==> src/rtl/ccip_mmio_initiator.sv <==
// CCI-P MMIO initiator: issues one MMIO read/write at a time into an AFU's c0 Rx
// channel and collects the matching c2 read response or reports a timeout.

package ccip_if_pkg;
  typedef logic [15:0]  t_ccip_mmioAddr;
  typedef logic [8:0]   t_ccip_tid;
  typedef logic [63:0]  t_ccip_mmioData;
  typedef logic [511:0] t_ccip_clData;
  typedef logic [73:0]  t_ccip_c0_ReqMemHdr;
  typedef logic [79:0]  t_ccip_c1_ReqMemHdr;

  typedef struct packed {
    logic [1:0]  vc_used;
    logic        rsvd1;
    logic        hit_miss;
    logic [1:0]  rsvd0;
    logic [1:0]  cl_num;
    logic [3:0]  resp_type;
    logic [15:0] mdata;
  } t_ccip_c0_RspMemHdr;

  typedef struct packed {
    t_ccip_mmioAddr address;
    logic [1:0]     length;
    logic           rsvd;
    t_ccip_tid      tid;
  } t_ccip_c0_ReqMmioHdr;

  typedef struct packed {
    logic [1:0]  vc_used;
    logic        rsvd1;
    logic        hit_miss;
    logic        format;
    logic        rsvd0;
    logic [1:0]  cl_num;
    logic [3:0]  resp_type;
    logic [15:0] mdata;
  } t_ccip_c1_RspMemHdr;

  typedef struct packed {
    t_ccip_tid tid;
  } t_ccip_c2_RspMmioHdr;

  typedef struct packed {
    t_ccip_c0_RspMemHdr hdr;
    t_ccip_clData       data;
    logic               rspValid;
    logic               mmioRdValid;
    logic               mmioWrValid;
  } t_if_ccip_c0_Rx;

  typedef struct packed {
    t_ccip_c1_RspMemHdr hdr;
    logic               rspValid;
  } t_if_ccip_c1_Rx;

  typedef struct packed {
    logic           c0TxAlmFull;
    logic           c1TxAlmFull;
    t_if_ccip_c0_Rx c0;
    t_if_ccip_c1_Rx c1;
  } t_if_ccip_Rx;

  typedef struct packed {
    t_ccip_c0_ReqMemHdr hdr;
    logic               valid;
  } t_if_ccip_c0_Tx;

  typedef struct packed {
    t_ccip_c1_ReqMemHdr hdr;
    t_ccip_clData       data;
    logic               valid;
  } t_if_ccip_c1_Tx;

  typedef struct packed {
    t_ccip_c2_RspMmioHdr hdr;
    logic                mmioRdValid;
    t_ccip_mmioData      data;
  } t_if_ccip_c2_Tx;

  typedef struct packed {
    t_if_ccip_c0_Tx c0;
    t_if_ccip_c1_Tx c1;
    t_if_ccip_c2_Tx c2;
  } t_if_ccip_Tx;
endpackage

module ccip_mmio_initiator
  import ccip_if_pkg::*;
#(
  parameter int TIMEOUT_CYCLES = 512
) (
  input  logic        Clk_400,
  input  logic        SoftReset,
  input  logic        cmd_valid,
  output logic        cmd_ready,
  input  logic        cmd_write,
  input  logic [15:0] cmd_addr,
  input  logic        cmd_len8,
  input  logic [63:0] cmd_wdata,
  output t_if_ccip_Rx cp2af_sRxPort,
  input  t_if_ccip_Tx af2cp_sTxPort,
  output logic        rsp_valid,
  output logic        rsp_write,
  output logic [63:0] rsp_rdata,
  output logic        rsp_timeout,
  output logic        rsp_error,
  output logic [15:0] stray_cnt
);

  localparam logic [15:0] TMO_LOAD = 16'(TIMEOUT_CYCLES - 1);

  typedef enum logic [1:0] {IDLE, ISSUE, WAIT_RD, DONE} state_t;

  state_t              state, state_next;
  logic                cmd_write_p0, cmd_len8_p0, cmd_err_p0;
  logic [15:0]         tmo_cnt;
  t_ccip_tid           cur_tid;
  logic                accept, misaligned, rd_match, rd_stray, tmo_hit;
  logic [63:0]         rd_data;
  t_ccip_c0_ReqMmioHdr req_hdr;
  t_if_ccip_Rx         rx_next;
  logic                rsp_valid_n, rsp_write_n, rsp_timeout_n, rsp_error_n;
  logic [63:0]         rsp_rdata_n;
  logic                unused_tx;

  assign cmd_ready  = (state == IDLE) & ~SoftReset;
  assign accept     = cmd_valid & cmd_ready;
  assign misaligned = cmd_len8 & cmd_addr[0];

  // A match on the final counter cycle takes priority over the timeout.
  assign rd_match = (state == WAIT_RD) & af2cp_sTxPort.c2.mmioRdValid
                    & (af2cp_sTxPort.c2.hdr.tid == cur_tid);
  assign rd_stray = af2cp_sTxPort.c2.mmioRdValid & ~rd_match;
  assign tmo_hit  = (state == WAIT_RD) & (tmo_cnt == 16'd0) & ~rd_match;
  assign rd_data  = cmd_len8_p0 ? af2cp_sTxPort.c2.data
                                : {32'h0, af2cp_sTxPort.c2.data[31:0]};

  assign unused_tx = ^{af2cp_sTxPort.c0, af2cp_sTxPort.c1};

  always_ff @(posedge Clk_400) begin
    if (SoftReset) state <= IDLE;
    else           state <= state_next;
  end

  // Misaligned commands still spend one cycle in ISSUE (with no valid driven)
  // so that every non-read completion lands two cycles after acceptance.
  always_comb begin
    state_next = state;
    case (state)
      IDLE:    if (accept) state_next = ISSUE;
      ISSUE:   state_next = (cmd_write_p0 | cmd_err_p0) ? DONE : WAIT_RD;
      WAIT_RD: if (rd_match | tmo_hit) state_next = DONE;
      DONE:    state_next = IDLE;
      default: state_next = IDLE;
    endcase
  end

  always_comb begin
    req_hdr       = '0;
    rx_next       = '0;
    rsp_valid_n   = 1'b0;
    rsp_write_n   = 1'b0;
    rsp_error_n   = 1'b0;
    rsp_timeout_n = 1'b0;
    rsp_rdata_n   = '0;
    if (accept && !misaligned) begin
      req_hdr.address         = cmd_addr;
      req_hdr.length          = cmd_len8 ? 2'b01 : 2'b00;
      req_hdr.tid             = cur_tid;
      rx_next.c0.hdr          = t_ccip_c0_RspMemHdr'(req_hdr);
      rx_next.c0.data[63:0]   = cmd_write ? (cmd_len8 ? cmd_wdata : {2{cmd_wdata[31:0]}})
                                          : 64'h0;
      rx_next.c0.mmioWrValid  = cmd_write;
      rx_next.c0.mmioRdValid  = ~cmd_write;
    end
    if (state_next == DONE) begin
      rsp_valid_n   = 1'b1;
      rsp_write_n   = cmd_write_p0;
      rsp_error_n   = cmd_err_p0;
      rsp_timeout_n = tmo_hit;
      if (tmo_hit)       rsp_rdata_n = '1;
      else if (rd_match) rsp_rdata_n = rd_data;
    end
  end

  // Stage p0: command attributes captured at acceptance.
  always_ff @(posedge Clk_400) begin
    if (accept) begin
      cmd_write_p0 <= cmd_write;
      cmd_len8_p0  <= cmd_len8;
      cmd_err_p0   <= misaligned;
    end
  end

  always_ff @(posedge Clk_400) begin
    if (state == ISSUE)
      tmo_cnt <= TMO_LOAD;
    else if (state == WAIT_RD && tmo_cnt != 16'd0)
      tmo_cnt <= tmo_cnt - 16'd1;
  end

  always_ff @(posedge Clk_400) begin
    if (SoftReset) begin
      cur_tid   <= '0;
      stray_cnt <= '0;
    end else begin
      if (rd_match | tmo_hit)
        cur_tid <= cur_tid + 9'd1;
      if (rd_stray && stray_cnt != 16'hFFFF)
        stray_cnt <= stray_cnt + 16'd1;
    end
  end

  // Stage p1: registered request and completion outputs.
  always_ff @(posedge Clk_400) begin
    if (SoftReset) begin
      cp2af_sRxPort <= '0;
      rsp_valid     <= 1'b0;
      rsp_write     <= 1'b0;
      rsp_error     <= 1'b0;
      rsp_timeout   <= 1'b0;
      rsp_rdata     <= '0;
    end else begin
      cp2af_sRxPort <= rx_next;
      rsp_valid     <= rsp_valid_n;
      rsp_write     <= rsp_write_n;
      rsp_error     <= rsp_error_n;
      rsp_timeout   <= rsp_timeout_n;
      rsp_rdata     <= rsp_rdata_n;
    end
  end

endmodule

==> config.mk <==
export PLATFORM = sky130hd
export DESIGN_NAME = ccip_mmio_initiator
export DESIGN_NICKNAME = d
export VERILOG_FILES = /design/src/rtl/ccip_mmio_initiator.sv
export SDC_FILE = /design/constraint.sdc
export NUM_CORES = 1
export LEC_CHECK = 0
export BUFFER_PORTS_ARGS = -buffer_cell sky130_fd_sc_hd__buf_2
export CAP_MARGIN = 20
export CORE_AREA = 2 2 574 576
export CTS_CLUSTER_SIZE = 24
export DETAILED_ROUTE_END_ITERATION = 12
export DIE_AREA = 0 0 576 578
export PLACE_DENSITY = 0.3
export SLEW_MARGIN = 40
export SYNTH_ARGS = -nofsm -noshare
export SYNTH_HDL_FRONTEND = slang
export SYNTH_SLANG_ARGS = --single-unit
==> constraint.sdc <==
create_clock -name Clk_400 -period 4.7 [get_ports Clk_400]
set_clock_uncertainty 0.15 [all_clocks]
set_input_delay 0.94 -clock Clk_400 [delete_from_list [all_inputs] [get_ports Clk_400]]
set_output_delay 0.94 -clock Clk_400 [all_outputs]
set_load 0.01 [all_outputs]
==> out/results.txt <==
Run status - complete, no violations
Hold violation total from the final report - 0
Total of hold buffers inserted after clock tree synthesis - 0
Number of non-filler instances in the completed layout - 5,934
Share of synthesized area occupied by flip-flops and latches - 37.7%
Crit path arrival time - 3.60 ns
VDD IR-drop max - 0.282 mV
Most used DFF post-synth - sky130_fd_sc_hd__dfxtp_1
Worst skew pair latency - 0.62 ns
Final count of pins violating max slew - 0
DRT Wirelength - 59.9 mm
Mapped cell area - 0.0110 mm²
Number of iterations in the first detailed-routing pass - 4
Highest-count cells in the layout ignoring fill and taps - 482 x sky130_fd_sc_hd__conb_1, 335 x sky130_fd_sc_hd__buf_2, 203 x sky130_fd_sc_hd__dfxtp_1
Worst Setup End Kind - flop
Post-layout power - 5.04 mW
Power density over the cells - 293 mW/mm²
Hold path startpoint - tmo_cnt[1]
Gp weighted congestion - 0.686
Leakage component of the power - 6.48 nW
Actual transition at the worst max-transition pin - 0.732 ns
Number of global-route vias before repair - 7,176
Timing startpoint of the critical path - state[0]
Gate count of the mapped netlist - 1,231
First-pass GRT wire length - 72.7 mm
Placed Instances - 5,876
Antenna violations before repair - 16
Placeable core region - 0.326 mm²
Initial Utilization - 3.38%
Fraction of final layout cells sized beyond drive strength 1 - 27.2%
Fmax achieved - 0.305 GHz
Required time at the endpoint of the critical path - 5.02 ns
GRT Residual Overflow - 0
# setup viols final - 0
Post-CTS setup repair buffer count - 0
Final worst path period share - 69.7%
Cell depth of the worst min-delay path - 2
Die Height - 578 µm
Critical path peak fanout - 34
Endpoint of the worst-slack reg-to-reg timing path - rsp_rdata[0]
DP HPWL - 52.0 mm
Mean Syn Cell Area - 8.96 µm²
Leading cell type in the layout, fill and taps excluded - sky130_fd_sc_hd__conb_1
Number of enable-type register cells in the synthesized netlist - 3
Number of vias after detailed routing - 8,159
Yosys top cell by area - sky130_fd_sc_hd__dfxtp_1
Critical path type - flop to flop
Top-level port count - 1,486
Number of violations reported at the end of detailed-routing iteration 0 - 310
Logic depth of the worst register-to-register path - 7
Start of the worst register-to-register path - state[0]
Clock Pin Slew Worst Setup and Hold Paths - 0.07 ns
Worst hold path class - flop to flop
Post-Route Setup TNS - 0 ns
CTS resizes - 0
Number of clock sinks - 206
Post-detailed-route via-to-cell ratio - 1.37
Top area cells in the synthesized netlist - sky130_fd_sc_hd__dfxtp_1 37%, sky130_fd_sc_hd__buf_4 33%, sky130_fd_sc_hd__a21oi_1 3.7%
Proportion of netlist area held by the largest area contributor - 36.8%
Maximum capacitance violations - 0
Cell variety after synth - 57
Wire length per cell after detailed routing - 10.1 µm
Die Area - 0.333 mm²
Overall global routing resource usage - 3.36%
Floorplan row count - 210
DR DRC count - 0
Clock root buffer - sky130_fd_sc_hd__clkbuf_16
Cts bufs inserted - 29
Maximum number of pins on one net before global-route repair - 59
Yosys warns - 0
Number of nets in the layout - 2,396
Clock tree from TritonCTS - done
Area added between synthesis and finish - 56.3%
Relative max-transition margin - 51.0%
Number of I/O port buffers - 335
Async S/R FF share, synth - 0%
Minimum clock period after layout - 3.27 ns
Number of buffers on the longest clock path - 3
WHS Endpoint - tmo_cnt[1]
Critical path launch point type - flop
X dimension of the die - 576 µm
Synthesis-stage register bit count - 206
H-tree depth - 1
RSZ-0062 raised after global routing - false
Post-route ant nets - 0
Slack of the worst reg-to-reg path - 1.43 ns
[cell type report]
class / instances / area (µm²)
fill: 38671 / 309000
antenna: 6 / 15.0
clock inverter: 16 / 184
tap: 4346 / 5440
timing repair buffer: 348 / 1790
clock buffer: 36 / 802
multi-input combinational: 964 / 4810
inverter: 12 / 45.0
sequential: 206 / 4150
[through the flow]
| stage | cell area [µm²] | utilization, % | worst slack (ns) | hold WS [ns] |
|---|---|---|---|---|
| finish | 17200 | 5.28 | 1.43 | 0.345 |
| global route | 17200 | 5.28 | 1.20 | 0.335 |
| CTS | 17200 | 5.28 | 1.38 | 0.294 |
| detailed placement | 16200 | 4.97 | 0.789 | 0.342 |
| global placement | 16200 | 4.97 | 0.796 | 0.334 |
| floorplan | 12800 | - | 1.80 | 0.299 |
[worst max-delay path by stage]
stage	end	cells past startpoint
floorplan	cur_tid[3]	6
global route	rsp_rdata[3]	7
finish	rsp_rdata[0]	7
detailed placement	rsp_rdata[7]	7
CTS	rsp_rdata[0]	7
global placement	rsp_rdata[62]	7
[flip-flops by register name, indices dropped and copies added (netlist names), 2 cells and up]
register,flops
state,2
stray_cnt,16
cp2af_sRxPort,92
tmo_cnt,16
rsp_rdata,64
cur_tid,9
[cells by family after synthesis]
family	share of synthesized area, %
buf+inv	35.4
simple gates	14.2
flops	37.7
compound gates	6.40
mux	4.13
xor+xnor	1.35
fa+ha+maj	0.907
other cells	0.0340
[routing by layer]
metal	routed length, µm	part of all wire (%)	global-route usage [%]
met5	0	0	0
met4	1160	1.9	0.769
met3	14600	24	3.40
met2	25300	42	5.14
met1	18800	31	3.13
[power by group]
part / switching [mW] / internal [mW] / leakage [nW]
logic: 0.630 / 0.198 / 4.32
registers: 0.0329 / 1.82 / 1.67
clock network: 0.982 / 1.38 / 0.493
[cells in the mapped netlist, types with 2 or more instances]
master	number
sky130_fd_sc_hd__buf_2	2
sky130_fd_sc_hd__a21oi_1	82
sky130_fd_sc_hd__mux2_2	8
sky130_fd_sc_hd__and2_1	31
sky130_fd_sc_hd__dfxtp_1	203
sky130_fd_sc_hd__nor4_1	8
sky130_fd_sc_hd__clkbuf_8	2
sky130_fd_sc_hd__nand3_1	15
sky130_fd_sc_hd__ha_1	8
sky130_fd_sc_hd__o2111ai_1	2
sky130_fd_sc_hd__mux2i_1	32
sky130_fd_sc_hd__or3_1	11
sky130_fd_sc_hd__nor2_1	60
sky130_fd_sc_hd__clkbuf_1	35
sky130_fd_sc_hd__mux2_1	4
sky130_fd_sc_hd__o31ai_1	6
sky130_fd_sc_hd__nand3b_1	3
sky130_fd_sc_hd__o311ai_4	2
sky130_fd_sc_hd__or4_1	4
sky130_fd_sc_hd__nand2_1	78
sky130_fd_sc_hd__edfxtp_1	3
sky130_fd_sc_hd__or4_4	4
sky130_fd_sc_hd__inv_1	12
sky130_fd_sc_hd__or2_2	2
sky130_fd_sc_hd__xnor2_1	5
sky130_fd_sc_hd__nor2b_1	14
sky130_fd_sc_hd__o21ai_0	14
sky130_fd_sc_hd__nor3_1	7
sky130_fd_sc_hd__and3_1	39
sky130_fd_sc_hd__buf_4	489
sky130_fd_sc_hd__nand4_1	5
sky130_fd_sc_hd__xor2_1	12
sky130_fd_sc_hd__a211oi_1	3
sky130_fd_sc_hd__o211ai_1	2
sky130_fd_sc_hd__and4_1	2
[critical path: stages, from the launching register on]
cell and delay [ns]:
sky130_fd_sc_hd__dfxtp_1 0.34, sky130_fd_sc_hd__inv_1 0.12, sky130_fd_sc_hd__ha_1 0.41, sky130_fd_sc_hd__nand3_1 0.37, sky130_fd_sc_hd__or3_1 0.59, sky130_fd_sc_hd__nand2_2 0.58
sky130_fd_sc_hd__buf_4 0.41, sky130_fd_sc_hd__a21oi_1 0.11
Power figures use the tool's default switching activity.
